## config.mk

```make
export PLATFORM = sky130hd
export DESIGN_NAME = dac_stream_monitor
export DESIGN_NICKNAME = d
export VERILOG_FILES = /design/src/rtl/dac_stream_monitor.sv
export SDC_FILE = /design/constraint.sdc
export NUM_CORES = 1
export LEC_CHECK = 0
export CELL_PAD_IN_SITES_DETAIL_PLACEMENT = 1
export CELL_PAD_IN_SITES_GLOBAL_PLACEMENT = 1
export CORE_MARGIN = 3
export CORE_UTILIZATION = 40
export CTS_BUF_LIST = sky130_fd_sc_hd__clkbuf_4
export DETAILED_ROUTE_END_ITERATION = 12
export PLACE_DENSITY_LB_ADDON = 0.3
export SYNTH_ARGS = -nofsm -noshare
export SYNTH_HDL_FRONTEND = slang
export SYNTH_SLANG_ARGS = --single-unit
```

## constraint.sdc

```tcl
create_clock -name dac_clk_i -period 6.4 [get_ports dac_clk_i]
set_clock_uncertainty 0.1 [all_clocks]
set_input_delay 0.96 -clock dac_clk_i [delete_from_list [all_inputs] [get_ports dac_clk_i]]
set_output_delay 0.96 -clock dac_clk_i [all_outputs]
set_load 0.02 [all_outputs]
```

## src/rtl/dac_stream_monitor.sv

```systemverilog
// DAC output capture and continuity monitor: per-channel sample hold, format conversion,
// step-size checking with sticky flags, saturating error counters and max-step tracking.
module dac_stream_monitor #(
   parameter int unsigned DW      = 14,
   parameter int unsigned CHN     = 2,
   parameter int unsigned MODE    = 0,
   parameter int unsigned FMT_INV = 1,
   parameter int unsigned CW      = 16,
   parameter int unsigned SW      = 3
) (
   input  logic                  dac_clk_i,
   input  logic                  dac_rst_i,
   input  logic [CHN*DW-1:0]     dac_dat_i,
   input  logic                  dac_wrt_i,
   input  logic [SW-1:0]         dac_sel_i,
   input  logic [DW-1:0]         max_step_i,
   input  logic                  clr_i,
   output logic [CHN*DW-1:0]     dac_o,
   output logic [CHN-1:0]        dac_vld_o,
   output logic [CHN-1:0]        step_err_o,
   output logic [CHN*CW-1:0]     err_cnt_o,
   output logic [CHN*(DW+1)-1:0] max_obs_o
);

   typedef enum logic {StUnarmed, StArmed} state_e;

   // Which input bits are consumed depends on MODE and CHN.
   logic w_unused;
   assign w_unused = ^{dac_dat_i, dac_sel_i};

   for (genvar c = 0; c < CHN; c++) begin : g_ch
      localparam int unsigned Lane = (MODE == 0) ? 0 : c;

      state_e        r_state, w_state_d;
      logic [DW-1:0] w_raw, w_conv, r_dat;
      logic          w_cap, w_check, w_big, w_new_max;
      logic [DW:0]   w_diff, w_step;
      logic          r_vld, r_err;
      logic [CW-1:0] r_cnt;
      logic [DW:0]   r_max;

      assign w_raw = dac_dat_i[Lane*DW +: DW];

      if (FMT_INV != 0) begin : g_inv
         assign w_conv = {w_raw[DW-1], ~w_raw[DW-2:0]};
      end else begin : g_pass
         assign w_conv = w_raw;
      end

      if (MODE == 0) begin : g_il
         assign w_cap = !dac_wrt_i && (dac_sel_i == SW'(c));
      end else begin : g_par
         assign w_cap = !dac_wrt_i;
      end

      always_comb begin
         w_state_d = r_state;
         unique case (r_state)
            StUnarmed: if (w_cap) w_state_d = StArmed;
            StArmed:   w_state_d = StArmed;
            default:   w_state_d = StUnarmed;
         endcase
      end

      // Sign-extend by one bit so the difference of two DW-bit values cannot overflow.
      always_comb begin
         w_diff    = {w_conv[DW-1], w_conv} - {r_dat[DW-1], r_dat};
         w_step    = w_diff[DW] ? (~w_diff + (DW+1)'(1)) : w_diff;
         w_check   = w_cap && (r_state == StArmed);
         w_big     = w_step > {1'b0, max_step_i};
         w_new_max = w_step > r_max;
      end

      always_ff @(posedge dac_clk_i) begin
         if (dac_rst_i) begin
            r_state <= StUnarmed;
            r_dat   <= '0;
            r_vld   <= 1'b0;
            r_err   <= 1'b0;
            r_cnt   <= '0;
            r_max   <= '0;
         end else begin
            r_state <= w_state_d;
            r_vld   <= w_cap;
            if (w_cap) r_dat <= w_conv;
            // Clear takes priority over a coincident step error.
            if (clr_i) begin
               r_err <= 1'b0;
               r_cnt <= '0;
               r_max <= '0;
            end else if (w_check) begin
               if (w_big) begin
                  r_err <= 1'b1;
                  if (r_cnt != '1) r_cnt <= r_cnt + CW'(1);
               end
               if (w_new_max) r_max <= w_step;
            end
         end
      end

      assign dac_o[c*DW +: DW]          = r_dat;
      assign dac_vld_o[c]               = r_vld;
      assign step_err_o[c]              = r_err;
      assign err_cnt_o[c*CW +: CW]      = r_cnt;
      assign max_obs_o[c*(DW+1) +: DW+1] = r_max;
   end

endmodule
```

## Yosys cells after proc, flatten, opt, wreduce, memory -nomap -nowiden

Index checks and enable logic that the tools add are counted.

| storage, ports and cells | value |
|---|---|
| bits in registers | 96 |
| bits of input ports | 49 |

| operators by class | value |
|---|---|
| eq/ne operators | 3 |
| multiplexer cells | 6 |
| reductions and logical operators | 13 |
| bitwise operators | 5 |
| $add $sub $neg | 6 |
| order comparisons | 4 |

Operators by type and width:

| operator | count |
|---|---|
| $add A16 B1 Y16 const B | 2 |
| $ne A16 B16 Y1 const B | 2 |
| $add A15 B1 Y15 const B | 2 |
| $gt A15 B14 Y1 | 2 |
| $gt A15 B15 Y1 | 2 |
| $mux W15 | 2 |
| $not A15 Y15 | 2 |
| $sub A14 B14 Y15 | 2 |
| $not A13 Y13 | 1 |
| $reduce_and A2 Y1 | 4 |
| $reduce_and A3 Y1 | 2 |
| $logic_and A1 B1 Y1 | 4 |
| $pmux W1 S2 | 2 |
| $eq A3 B1 Y1 const B | 1 |
| $logic_not A3 Y1 | 1 |
| $mux W1 | 2 |
| $not A1 Y1 | 2 |
| $reduce_or A2 Y1 | 1 |
| $logic_not A1 Y1 | 1 |

## Depth between registers and ports, before layout

| depth | value |
|---|---|
| depth in word-level cells | 7 |
| gate-level depth with buffers | 24 |
| gate-level depth less buffers | 22 |

## Least setup slack after synthesis

OpenSTA, ideal clock, no wires.

| timing path | value |
|---|---|
| kind | input-to-reg |
| from | input port dac_dat_i[0] |
| to | register g_ch[1].r_max[1] |
| library setup time | 0.086 ns |
| setup slack | 1.123 ns |
| arrival time | 5.091 ns |
| required time | 6.214 ns |
| buffers on the path | 1 |
| stages on the path | 23 |
| path through | ha_1 > inv_1 > fa_1 > a21o_1 > a221oi_4 > a21oi_1 > nor2b_1 > o21ai_0 > a31o_2 > nand2_1 > o21ai_0 > ha_1 > nor2b_1 > o21a_1 > o21a_1 > o211ai_1 > a21oi_1 > a2111oi_0 > o21ai_0 > nand2_1 > clkbuf_1 > nor2_1 > a211oi_1 |

| between the ends | value |
|---|---|
| longest elaborated chain between the ends | 7 |

Ends and longest elaborated chain:

| item | RTL line | source |
|---|---|---|
| from (decl) | 13 | `input logic [CHN*DW-1:0] dac_dat_i,` |
| $not A13 Y13 * | 45 | `assign w_conv = {w_raw[DW-1], ~w_raw[DW-2:0]};` |
| $sub A14 B14 Y15 * | 67 | `w_diff = {w_conv[DW-1], w_conv} - {r_dat[DW-1], r_dat};` |
| $not A15 Y15 | 68 | `w_step = w_diff[DW] ? (~w_diff + (DW+1)'(1)) : w_diff;` |
| $add A15 B1 Y15 | 68 |  |
| $mux W15 * | 68 |  |
| named net g_ch[1].w_step[1] | 37 | `logic [DW:0] w_diff, w_step;` |
| $gt A15 B15 Y1 | 71 | `w_new_max = w_step > r_max;` |
| $reduce_and A2 Y1 (no source line) | - |  |
| to (signal assigned) | 96 | `if (w_new_max) r_max <= w_step;` |
| to (decl) | 40 | `logic [DW:0] r_max;` |

The timed path passes the listed nets; every way through them passes the cells marked *.
A chain may end at the register's enable or synchronous reset.

## Worst setup path in the final report

| timing path | value |
|---|---|
| from | input port dac_dat_i[0] |
| to | register g_ch[1].r_max[14] |

| between the ends | value |
|---|---|
| longest elaborated chain between the ends | 7 |

Ends and longest elaborated chain:

| item | RTL line |
|---|---|
| $not A13 Y13 * | 45 |
| $sub A14 B14 Y15 * | 67 |
| $not A15 Y15 | 68 |
| $add A15 B1 Y15 | 68 |
| $mux W15 * | 68 |
| named net g_ch[1].w_step[4] | 37 |
| $gt A15 B15 Y1 * | 71 |
| $reduce_and A2 Y1 (no source line) * | - |

Marks and branches as above.

==> run summary <==
Final setup vio count: 0
Core ar.: 18300 sq um
Via density: 5.56
Chip width: 144 um
Syn Inst Count: 957
Fmax: 0.166 GHz
CTS tree: yes
#FFs+latches synth: 96
Wire per inst: 17.8 um
VDD IR max: 0.0791 mV
Avg Cell Area, Syn: 7.91 sq um
Post-synth EDFFs: 0
Worst skew pair latency: 0.50 ns
Setup CP Type: input port to flop
Largest stage delay on the critical path: 0.60 ns
Placed cell area: 9390 sq um
Setup Buffers After CTS: 0
DRT antenna net count: 0
CTS Buffer Depth: 2
Via count: 7466
Largest net degree at the start of global routing: 44
Kind of end point of the critical path: flop
Final design instance area without fill: 9530 sq um
# port buffers: 128
Post-synthesis cell type count: 72
Boundary Pins: 143
First-pass GRT wire length: 38900 um
Layout cell share with drive strength beyond 1: 0.0835
CP Launch Type: input port
Initial core utilization: 0.414
Worst hold path type: flop to flop
Max Slew Vio Count: 0
CTS Hold Bufs: 0
RSZ-0062 raised after global routing: no
Slew at the pin with the worst max-slew slack: 1.07 ns
Total placed cells including tap cells: 1327
CP Cell Sequence: clkdlybuf4s50_1 > ha_1 > inv_1 > fa_1 > a21o_1 > a221oi_4 > a21oi_1 > nor2b_1 > o21ai_0 > a31o_2 > buf_4 > o21ai_0 > xnor2_1 > ha_1 > o211ai_1 > a21oi_1 > a2111oi_0 > buf_4 > o21ai_0 > nand2_1 > buf_4 > mux2i_1 > nor2_1
Routed Wire Length: 23900 um
Main flop type after synthesis: dfxtp_1
Core Rows: 49
Initial antenna violation count: 2
Total CTS buffers: 9
Vias in the first global route: 7632
R2r setup slk: 1.05 ns
Worst EP arrival: 6.30 ns
Synth Net Count: 1098
Area growth syn-to-layout: 25.9%
Placer congestion estimate: 0.866
Crit path time final: 6.02 ns
Fin Hold WS: 0.359 ns
Final Hold Fails: 0
Final Util: 0.521
Die height: 144 um
Post-synth ARST share: 0
H-tree depth: 3
CP Max Fanout: 8
Lkg Pwr: 3.62 nW
Initial DRC Count: 320
DRT Pass-1 Iters: 6
PwrDens: 172 nW/um^2
Fin nets: 1250
Fin crit share: 0.940
Sequential fraction of the synthesis area: 0.254
CTS sink count: 96
GRT Resource Usage Total: 0.235
CTS root buffer: clkbuf_4
Final std cells w/o fill: 1344
Status: finished clean
Total die area: 20600 sq um
DRC violations left: 0
DP HPWL: 19600 um
Slowest cell on the critical path: clkdlybuf4s50_1
Post_cts resized: 0
Ys Warns: 0
Clock Pin Slew Worst Setup and Hold Paths: 0.18 ns
WP data required: 6.69 ns
Gr ovfl total: 0
Worst rel slew slack: 0.283
Synthesized cell area: 7570 sq um
Max-Cap Viols: 0
## cells in the mapped netlist, types with 5 or more instances
cell type  instances  area share
nor2_1           141       0.070
or3_1             12      0.0099
nand3_1           23       0.015
o21ai_0           35       0.023
mux2i_1           10       0.013
xor2_1            15       0.017
a21oi_1           61       0.040
a211oi_1          40       0.040
xnor2_1           43       0.050
o211ai_1           7      0.0069
clkbuf_1          30       0.015
ha_1              90        0.15
nor2b_1           17       0.014
nor3_1            13      0.0086
o21a_1            16       0.016
inv_1             91       0.045
nand2_1           51       0.025
o31ai_1            9      0.0089
a21o_1            18       0.018
nor4_1             9      0.0074
nor4b_1            5      0.0058
and3_1            11      0.0091
dfxtp_1           96        0.25
nand2b_1           8      0.0066
nand4_1           17       0.014
## worst max-delay path, delay by kind of cell
| kind | cells | cell delay [ns] |
|---|---|---|
| AO/OA/AOI/OAI | 10 | 2.10 |
| XOR/XNOR | 1 | 0.46 |
| adder cells (fa/ha/maj) | 3 | 0.96 |
| buffers and inverters | 5 | 1.18 |
| multiplexers | 1 | 0.19 |
| AND/OR/NAND/NOR | 3 | 0.44 |
## logic make-up after synthesis
logic type	share of synthesized area
multiplexers	0.0162
buffers and inverters	0.0681
XOR/XNOR	0.0671
flip-flops	0.254
AO/OA/AOI/OAI	0.212
adder cells (fa/ha/maj)	0.154
AND/OR/NAND/NOR	0.229
## metrics by stage
stage | setup TNS [ns] | power (W) | setup slack (ns)
after floorplan | 0 | 0.00106 | 1.12
after global placement | 0 | 0.00128 | 0.0247
after detailed placement | -1.71 | 0.00130 | -0.171
after CTS | 0 | 0.00165 | 0.380
after global routing | 0 | 0.00176 | 0.0145
final | 0 | 0.00164 | 0.384
## path summary, 6_finish.rpt
| kind | from | to | depth (start not counted) |
|---|---|---|---|
| max | dac_dat_i[0] | g_ch[1].r_max[14]$_SDFFE_PP0P_ | 23 |
| min | g_ch[1].r_err$_SDFFE_PP0P_ | g_ch[1].r_err$_SDFFE_PP0P_ | 2 |
| max reg2reg | g_ch[1].r_dat[4]$_SDFFE_PP0P_ | g_ch[1].r_max[14]$_SDFFE_PP0P_ | 22 |
| min reg2reg | g_ch[1].r_err$_SDFFE_PP0P_ | g_ch[1].r_err$_SDFFE_PP0P_ | 2 |
## power by group
| group | switching, W | internal [W] | total (W) |
|---|---|---|---|
| clock network | 0.000255 | 0.0000877 | 0.000343 |
| registers | 0.00000633 | 0.000605 | 0.000612 |
| logic | 0.000381 | 0.000304 | 0.000685 |
| total | 0.000643 | 0.000997 | 0.00164 |
## sequential cells by signal, indices dropped and copies added, names as in the netlist
name / cells
g_ch.r_dat: 28
g_ch.r_max: 30
g_ch.r_cnt: 32
g_ch.r_state: 2
g_ch.r_err: 2
g_ch.r_vld: 2
## routing by layer
metal / vias up / global-route usage / share of wire
li1: 3685 / - / -
met1: 3604 / 0.297 / 0.46
met2: 149 / 0.410 / 0.48
met3: 26 / 0.0449 / 0.044
met4: 2 / 0.0595 / 0.021
met5: - / 0 / 0.00029
## cells in the final DEF (no fill, tap or decap), types with 15 or more instances in the layout
master | netlist | routed
a211oi_1 | 40 | 39
a21o_1 | 18 | 18
a21oi_1 | 61 | 61
buf_4 | 4 | 49
clkdlybuf4s50_1 | 0 | 128
dfxtp_1 | 96 | 96
ha_1 | 90 | 90
inv_1 | 91 | 91
nand2_1 | 51 | 51
nand3_1 | 23 | 23
nand4_1 | 17 | 17
nor2_1 | 141 | 141
nor2b_1 | 17 | 17
o21a_1 | 16 | 16
o21ai_0 | 35 | 35
xnor2_1 | 43 | 43
xor2_1 | 15 | 15
## layout make-up
type | count | area (sq um)
repair buffers | 179 | 1690
multi-input cells | 732 | 5150
flip-flops and latches | 96 | 1920
well taps | 229 | 287
fillers | 2275 | 8740
diodes | 1 | 2.50
clock inverters | 7 | 62.6
inverters | 91 | 342
clock buffers | 9 | 67.6
(Power assumes the default switching activity.)
